`src/rtl/conv_window_sequencer.sv`:
```
// Frame/window sequencer for the 3x3 convolution datapath: pops camera pixels, tracks the
// window position and times output-FIFO writes across the model pipeline latency.
module conv_window_sequencer #(
  parameter int IMG_W     = 640,
  parameter int IMG_H     = 480,
  parameter int RD_THRESH = 5,
  parameter int MODEL_LAT = 2,
  parameter int CNT_W     = 10
) (
  input  logic             clk_w,
  input  logic             rst_n,
  input  logic             enable_i,
  input  logic [CNT_W-1:0] in_count_i,
  input  logic             in_sof_i,
  input  logic             out_afull_i,
  output logic             in_rd_en_o,
  output logic             shift_en_o,
  output logic             win_valid_o,
  output logic             out_wr_en_o,
  output logic [10:0]      col_o,
  output logic [10:0]      row_o,
  output logic             frame_done_o,
  output logic             sof_err_o,
  output logic             busy_o
);

  typedef enum logic [1:0] {
    S_IDLE,
    S_WAIT_SOF,
    S_RUN,
    S_DRAIN
  } state_e;

  localparam int POS_W = 11;
  localparam int DRN_W = $clog2(MODEL_LAT + 1) + 1;

  localparam logic [POS_W-1:0] LAST_COL = POS_W'(IMG_W - 1);
  localparam logic [POS_W-1:0] LAST_ROW = POS_W'(IMG_H - 1);
  localparam logic [POS_W-1:0] WIN_MIN  = POS_W'(2);
  localparam logic [CNT_W-1:0] THRESH   = CNT_W'(RD_THRESH);
  localparam logic [DRN_W-1:0] DRN_LAST = DRN_W'(MODEL_LAT);

  state_e state_q, state_d;

  // Position the next popped pixel will occupy; col/row outputs report the shifted one.
  logic [POS_W-1:0] nx_col_q, nx_col_d;
  logic [POS_W-1:0] nx_row_q, nx_row_d;
  logic [POS_W-1:0] col_q, col_d;
  logic [POS_W-1:0] row_q, row_d;
  logic [DRN_W-1:0] drain_cnt_q, drain_cnt_d;

  logic rd_en_q, rd_en_d;
  logic shift_q, shift_d;
  logic wv_q, wv_d;
  logic done_q, done_d;
  logic sof_err_q, sof_err_d;
  logic busy_q, busy_d;

  logic [MODEL_LAT-1:0] vpipe_q, vpipe_d;
  logic [MODEL_LAT:0]   vpipe_ext;

  logic             avail;
  logic             take_px;
  logic [POS_W-1:0] px_col;
  logic [POS_W-1:0] px_row;

  assign avail = (in_count_i > THRESH) && !out_afull_i;

  // NOTE: every signal driven here gets a default first, so no path can infer a latch.
  always_comb begin
    state_d     = state_q;
    nx_col_d    = nx_col_q;
    nx_row_d    = nx_row_q;
    col_d       = col_q;
    row_d       = row_q;
    drain_cnt_d = drain_cnt_q;
    rd_en_d     = 1'b0;
    shift_d     = 1'b0;
    wv_d        = 1'b0;
    done_d      = 1'b0;
    sof_err_d   = 1'b0;
    take_px     = 1'b0;
    px_col      = nx_col_q;
    px_row      = nx_row_q;

    unique case (state_q)
      S_IDLE: begin
        if (enable_i) state_d = S_WAIT_SOF;
      end

      S_WAIT_SOF: begin
        if (!enable_i) begin
          state_d = S_IDLE;
        end else if (avail) begin
          // Non-SOF heads are popped and dropped until a frame start shows up.
          rd_en_d = 1'b1;
          if (in_sof_i) begin
            take_px = 1'b1;
            px_col  = '0;
            px_row  = '0;
            state_d = S_RUN;
          end
        end
      end

      S_RUN: begin
        if (avail) begin
          rd_en_d = 1'b1;
          take_px = 1'b1;
          if (in_sof_i) begin
            sof_err_d = 1'b1;
            px_col    = '0;
            px_row    = '0;
          end
        end
      end

      S_DRAIN: begin
        drain_cnt_d = drain_cnt_q + DRN_W'(1);
        if (drain_cnt_q == DRN_LAST) begin
          done_d  = 1'b1;
          state_d = enable_i ? S_WAIT_SOF : S_IDLE;
        end
      end

      default: state_d = S_IDLE;
    endcase

    if (take_px) begin
      shift_d = 1'b1;
      col_d   = px_col;
      row_d   = px_row;
      wv_d    = (px_col >= WIN_MIN) && (px_row >= WIN_MIN);
      if (px_col == LAST_COL) begin
        nx_col_d = '0;
        if (px_row == LAST_ROW) begin
          nx_row_d    = '0;
          drain_cnt_d = '0;
          state_d     = S_DRAIN;
        end else begin
          nx_row_d = px_row + POS_W'(1);
        end
      end else begin
        nx_col_d = px_col + POS_W'(1);
        nx_row_d = px_row;
      end
    end

    busy_d = (state_d != S_IDLE);
  end

  // Valid pipe tracks the model latency; each stage carries one cycle, so gaps never merge.
  assign vpipe_ext = {vpipe_q, wv_q};
  assign vpipe_d   = vpipe_ext[MODEL_LAT-1:0];

  // NOTE: non-blocking assignments make every flop update from the same pre-edge values.
  // NOTE: the valid pipe is reset with the FSM so an async reset discards in-flight writes.
  always_ff @(posedge clk_w or negedge rst_n) begin
    if (!rst_n) begin
      state_q     <= S_IDLE;
      nx_col_q    <= '0;
      nx_row_q    <= '0;
      col_q       <= '0;
      row_q       <= '0;
      drain_cnt_q <= '0;
      rd_en_q     <= 1'b0;
      shift_q     <= 1'b0;
      wv_q        <= 1'b0;
      done_q      <= 1'b0;
      sof_err_q   <= 1'b0;
      busy_q      <= 1'b0;
      vpipe_q     <= '0;
    end else begin
      state_q     <= state_d;
      nx_col_q    <= nx_col_d;
      nx_row_q    <= nx_row_d;
      col_q       <= col_d;
      row_q       <= row_d;
      drain_cnt_q <= drain_cnt_d;
      rd_en_q     <= rd_en_d;
      shift_q     <= shift_d;
      wv_q        <= wv_d;
      done_q      <= done_d;
      sof_err_q   <= sof_err_d;
      busy_q      <= busy_d;
      vpipe_q     <= vpipe_d;
    end
  end

  assign in_rd_en_o   = rd_en_q;
  assign shift_en_o   = shift_q;
  assign win_valid_o  = wv_q;
  assign out_wr_en_o  = vpipe_q[MODEL_LAT-1];
  assign col_o        = col_q;
  assign row_o        = row_q;
  assign frame_done_o = done_q;
  assign sof_err_o    = sof_err_q;
  assign busy_o       = busy_q;

endmodule

```
`config.mk`:
```
export PLATFORM = sky130hd
export DESIGN_NAME = conv_window_sequencer
export DESIGN_NICKNAME = d
export VERILOG_FILES = /design/src/rtl/conv_window_sequencer.sv
export SDC_FILE = /design/constraint.sdc
export NUM_CORES = 1
export LEC_CHECK = 0
export CELL_PAD_IN_SITES_DETAIL_PLACEMENT = 0
export CELL_PAD_IN_SITES_GLOBAL_PLACEMENT = 1
export CORE_ASPECT_RATIO = 0.7
export CORE_MARGIN = 2
export CORE_UTILIZATION = 40
export DETAILED_ROUTE_END_ITERATION = 8
export PLACE_DENSITY_LB_ADDON = 0.1
export SLEW_MARGIN = 15
export SYNTH_ARGS = -nofsm -noshare
export SYNTH_HDL_FRONTEND = slang
export SYNTH_SLANG_ARGS = --single-unit
```
`constraint.sdc`:
```
create_clock -name clk_w -period 9.6 [get_ports clk_w]
set_clock_uncertainty 0.05 [all_clocks]
set_input_delay 2.88 -clock clk_w [delete_from_list [all_inputs] [get_ports clk_w]]
set_output_delay 2.88 -clock clk_w [all_outputs]
set_load 0.01 [all_outputs]
```
After elaboration in Yosys (flattened, before gate mapping) --
Cells that the tools add are included. W data, S select, Z words.
Word-level totals: register bits 57
Operators by class: $lt $le $gt $ge 3, equal/unequal tests 6, mux-type cells 37, reduce and logical (&&, ||, !) cells 5, $add $sub $neg 3
Operators with widths (number):
- $mux W11 | 9
- $pmux W11 S2 | 2
- $add A11 B1 Y11 const B | 2
- $ge A11 B2 Y1 const B | 2
- $mux W2 | 8
- $mux W3 | 4
- $eq A11 B10 Y1 const B | 1
- $eq A11 B9 Y1 const B | 1
- $mux W1 | 11
- $gt A10 B3 Y1 const B | 1
- $pmux W2 S3 | 1
- $eq A2 B2 Y1 const B | 2
- $pmux W1 S2 | 2
- $add A3 B1 Y3 const B | 1
- $eq A3 B2 Y1 const B | 1
- $eq A2 B1 Y1 const B | 1
- $logic_and A1 B1 Y1 | 2
- $logic_not A2 Y1 | 1
- $reduce_bool A2 Y1 | 1
- $logic_not A1 Y1 | 1

Longest topological paths before layout --
depth after elaboration 10, gate-level depth with buffers 15, depth with buffers taken out 13

Worst setup path before layout --
No wires, ideal clock.
path kind in2reg, from input in_count_i[8], to register nx_row_q[8], arrival 5494 ps, cell stages on the path 13, slack 3931 ps, buffers on the path 2, cells stage by stage nor4_1 -> a311oi_1 -> a21oi_1 -> buf_2 -> nand2_1 -> inv_1 -> ha_1 -> nand4_1 -> or2_1 -> nor4_4 -> buf_6 -> nand4b_1 -> nand3_1
RTL lines:
- from (decl) | RTL line 13 | input logic [CNT_W-1:0] in_count_i,
- $gt A10 B3 Y1 * | RTL line 67 | assign avail = (in_count_i > THRESH) && !out_afull_i;
- $logic_and A1 B1 Y1 * | RTL line 67
- $mux W11 * | RTL line 94 | end else if (avail) begin
- $mux W11 | RTL line 92 | if (!enable_i) begin
- $pmux W11 S2 * | RTL line 86 | unique case (state_q)
- via px_col[0] | RTL line 64 | logic [POS_W-1:0] px_col;
- $eq A11 B10 Y1 * | RTL line 134 | if (px_col == LAST_COL) begin
- $mux W11 * | RTL line 134
- to (signal assigned) | RTL line 176 | nx_row_q <= nx_row_d;
- to (decl) | RTL line 47 | logic [POS_W-1:0] nx_row_q, nx_row_d;
Mark *: on every way through the listed nets, which the timed path passes. The rest lies on a longest branch. A chain may end at the register's enable or synchronous reset.

Final worst setup path --
from input in_count_i[8], to register nx_row_q[5]
Same word-level chain as after synthesis.

==> reports/metrics.csv <==
stage,metric,value,unit
logic_synthesis,synth_compound_gate_area_share,0.129,
cts,cts_buffer_depth,2,
finish,fin_area,3730,µm²
drt,first_pass_iters,4,
drt,drt_iter0_markers,140,
drt,vias,2496,
timing,max_freq,153,MHz
placed_design,postPlaceCellArea,3480,µm²
cts,h-tree-depth,3,
run_status,status,finished clean,
placed_design,post-place-cells,445,
logic_synthesis,synth_simple_gate_area_frac,0.276,
drt,post_drt_via_cell_ratio,5.41,
cts,root_buffer,clkbuf_8,
floorplan,num_rows,26,
logic_synthesis,synth.distinct_cells,51,
drt,avgRoutedWirePerCell,16.1,µm
critical_path,worst_ep_required_time,9780,ps
logic_synthesis,synthMuxAreaShare,0.0242,
floorplan,dieArea,8230,µm²
logic_synthesis,syn_avg_cell_area,9.39,µm²
floorplan,die_h,76.5,µm
logic_synthesis,synthFlopType,dfrtp_1,
finish,drive_above_1_share,0.0799,
critical_path,cp.arrival,6710,ps
logic_synthesis,synthCells,320,
floorplan,initial_core_util,0.412,
logic_synthesis,synth-async-reset-ratio,1.00,
critical_path,worst-setup-path-type,input pin to register,
logic_synthesis,synth_edf_count,0,
logic_synthesis,synthAdderAreaFrac,0.0416,
cts,holdBufCountCts,0,
timing,setup_viol,0,
floorplan,fp.coreArea,7290,µm²
pwr,leakage,0.00166,µW
pwr,p_total,894,µW
drt,ant_nets,0,
global_routing,overflow,0,
placed_design,gp_congestion,0.792,
run,maxCapViolCount,0,
finish,antenna_cells,0,
finish,nets,383,
drt,drc,0,
cts,clk_pin_slew_worst_paths,70,ps
global_routing,antenna_found_initial,0,
timing,finalCritPeriodShare,0.680,
critical_path,cp-end-kind,register,
cts,clkLatencyLatePin,340,ps
cts,cts.sinks,57,
floorplan,fp.dieW,108,µm
logic_synthesis,yosysSeqAreaShare,0.475,
critical_path,setup.worst_path.start_class,input pin,
global_routing,track_usage,0.197,
min_path,hold_class,register to register,
pwr,power_density,240,nW/µm²
drt,wl,7430,µm
global_routing,grt_pass1_vias,2398,
floorplan,pin_count,44,
cts,post_cts_resized,0,
global_routing,grt_max_degree,58,
pwr,peakVddDrop,115,µV
placed_design,io_buffers,42,
cts,cts_tree,built,
cts,cts_setup_buffers,0,
logic_synthesis,synth_top_family_by_area,simple AND/OR/NAND/NOR gates,
logic_synthesis,synth-seq-cells,57,
timing,period_needed,6530,ps
timing,maxSlewHeadroom,0.436,
finish,area_growth,24.2,%
logic_synthesis,synth-xor-area-share,0.00583,
placed_design,hpwl,4970,µm
cts,cts_buffers,9,
logic_synthesis,syn_area,3000,µm²
finish,fin_cells,461,
timing,rsz0062_at_grt,false,
global_routing,grt_pass1_wl,12600,µm
logic_synthesis,synth_warnings,0,
logic_synthesis,syn_nets,345,
critical_path,crit_fanout,32,
timing,hold_violations,0,
timing,worst_pin_slew,839,ps
finish,fillers,715,
timing,fin_tns_setup,0,ps
timing,timing.final.max_slew_violations,0,
per-layer routing:
metal  track usage  wire length, µm  up-vias
li1              -                -     1233
met1         0.302             3900     1191
met2         0.267             3030       66
met3        0.0539              431        6
met4        0.0615               67        0
met5             0                0        -
layout by cell type (no fill, tap or decap), types with 2 or more instances in the layout:
cell type	Yosys	final
and4_1	2	2
mux2i_1	5	5
nor4_4	3	3
nand2_1	55	55
and3_1	3	3
o31ai_1	9	9
o211ai_1	2	2
buf_4	0	3
clkbuf_8	0	11
or3_1	5	5
a21oi_1	18	17
inv_1	15	15
o21ai_1	2	2
nor3_1	10	10
ha_1	10	10
o41ai_1	2	2
mux2_2	2	2
nand3_1	27	27
a21o_1	2	2
dfrtp_1	57	57
nor4_1	6	6
o21ai_0	13	13
and2_1	5	5
bufinv_16	0	3
a22o_1	3	3
nand4_1	8	8
or4_1	4	4
nor2b_1	3	3
nand4b_1	5	5
clkdlybuf4s50_1	0	41
nor2_1	6	6
path summary, 6_finish.rpt:
| kind | startpoint | end | slack (ps) | cells past startpoint |
|---|---|---|---|---|
| max | in_count_i[8] | nx_row_q[5] | 3070 | 12 |
| min | vpipe_q[0] | vpipe_q[1] | 300 | 0 |
| max reg2reg | state_q[0] | nx_row_q[5] | 5660 | 13 |
| min reg2reg | vpipe_q[0] | vpipe_q[1] | 300 | 0 |
| max in group asynchronous | rst_n | nx_row_q[8] | 6370 | 2 |
| min in group asynchronous | rst_n | drain_cnt_q[2] | 2620 | 2 |
per-stage QoR:
| step | setup WS (ps) | util | hold WS [ps] |
|---|---|---|---|
| floorplan | 3930 | - | 281 |
| global placement | 2720 | 0.477 | 287 |
| detailed placement | 2720 | 0.477 | 287 |
| CTS | 3060 | 0.512 | 302 |
| global route | 2670 | 0.512 | 304 |
| finish | 3070 | 0.512 | 302 |
Yosys cell counts (6+ instances only):
master	instances	area, µm²
dfrtp_1	57	1430
buf_2	6	30.0
nand3_1	27	135
inv_1	15	56.3
o31ai_1	9	67.6
nor4_1	6	37.5
clkbuf_1	8	30.0
ha_1	10	125
a21oi_1	18	90.1
o21ai_0	13	65.1
nor3_1	10	50.1
nor2_1	6	22.5
nand4_1	8	50.1
nand2_1	55	206
state kept, by name, indices dropped and copies added, names as in the netlist:
| signal | count |
|---|---|
| busy_o | 1 |
| col_o | 11 |
| drain_cnt_q | 3 |
| frame_done_o | 1 |
| in_rd_en_o | 1 |
| nx_col_q | 11 |
| nx_row_q | 11 |
| row_o | 11 |
| shift_en_o | 1 |
| sof_err_o | 1 |
| state_q | 2 |
| vpipe_q | 2 |
| win_valid_o | 1 |
critical path: stages:
cell and delay [ps]:
clkdlybuf4s50_1 400, nor4_1 370, a311oi_1 290, a21oi_2 200, buf_4 340, and2_1 230, ha_1 250, nand4_1 250
or2_1 350, nor4_4 780, o31ai_1 150, a21o_1 200
report_power, final:
group	leakage [µW]	internal [µW]	switching (µW)
combinational	0.000777	108	173
sequential	0.000757	285	44.5
clock	0.000127	187	97.3
total	0.00166	580	315
kinds of logic (layout without fill, tap and decap cells):
family	after synthesis	after routing
fa+ha+maj	10	10
mux	7	7
compound gates	61	61
simple gates	150	150
flops	57	57
buf+inv	33	76
xor+xnor	2	2
final cells by class:
cell class / instances / area, µm² / share of cell area
multi-input combinational: 230 / 1440 / 0.385
inverter: 15 / 56.3 / 0.0151
tap: 98 / 123 / 0.0329
timing repair buffer: 45 / 438 / 0.117
clock buffer: 12 / 155 / 0.0416
clock inverter: 4 / 98.8 / 0.0265
sequential: 57 / 1430 / 0.382
No activity file was read; power rests on OpenSTA's default activity.
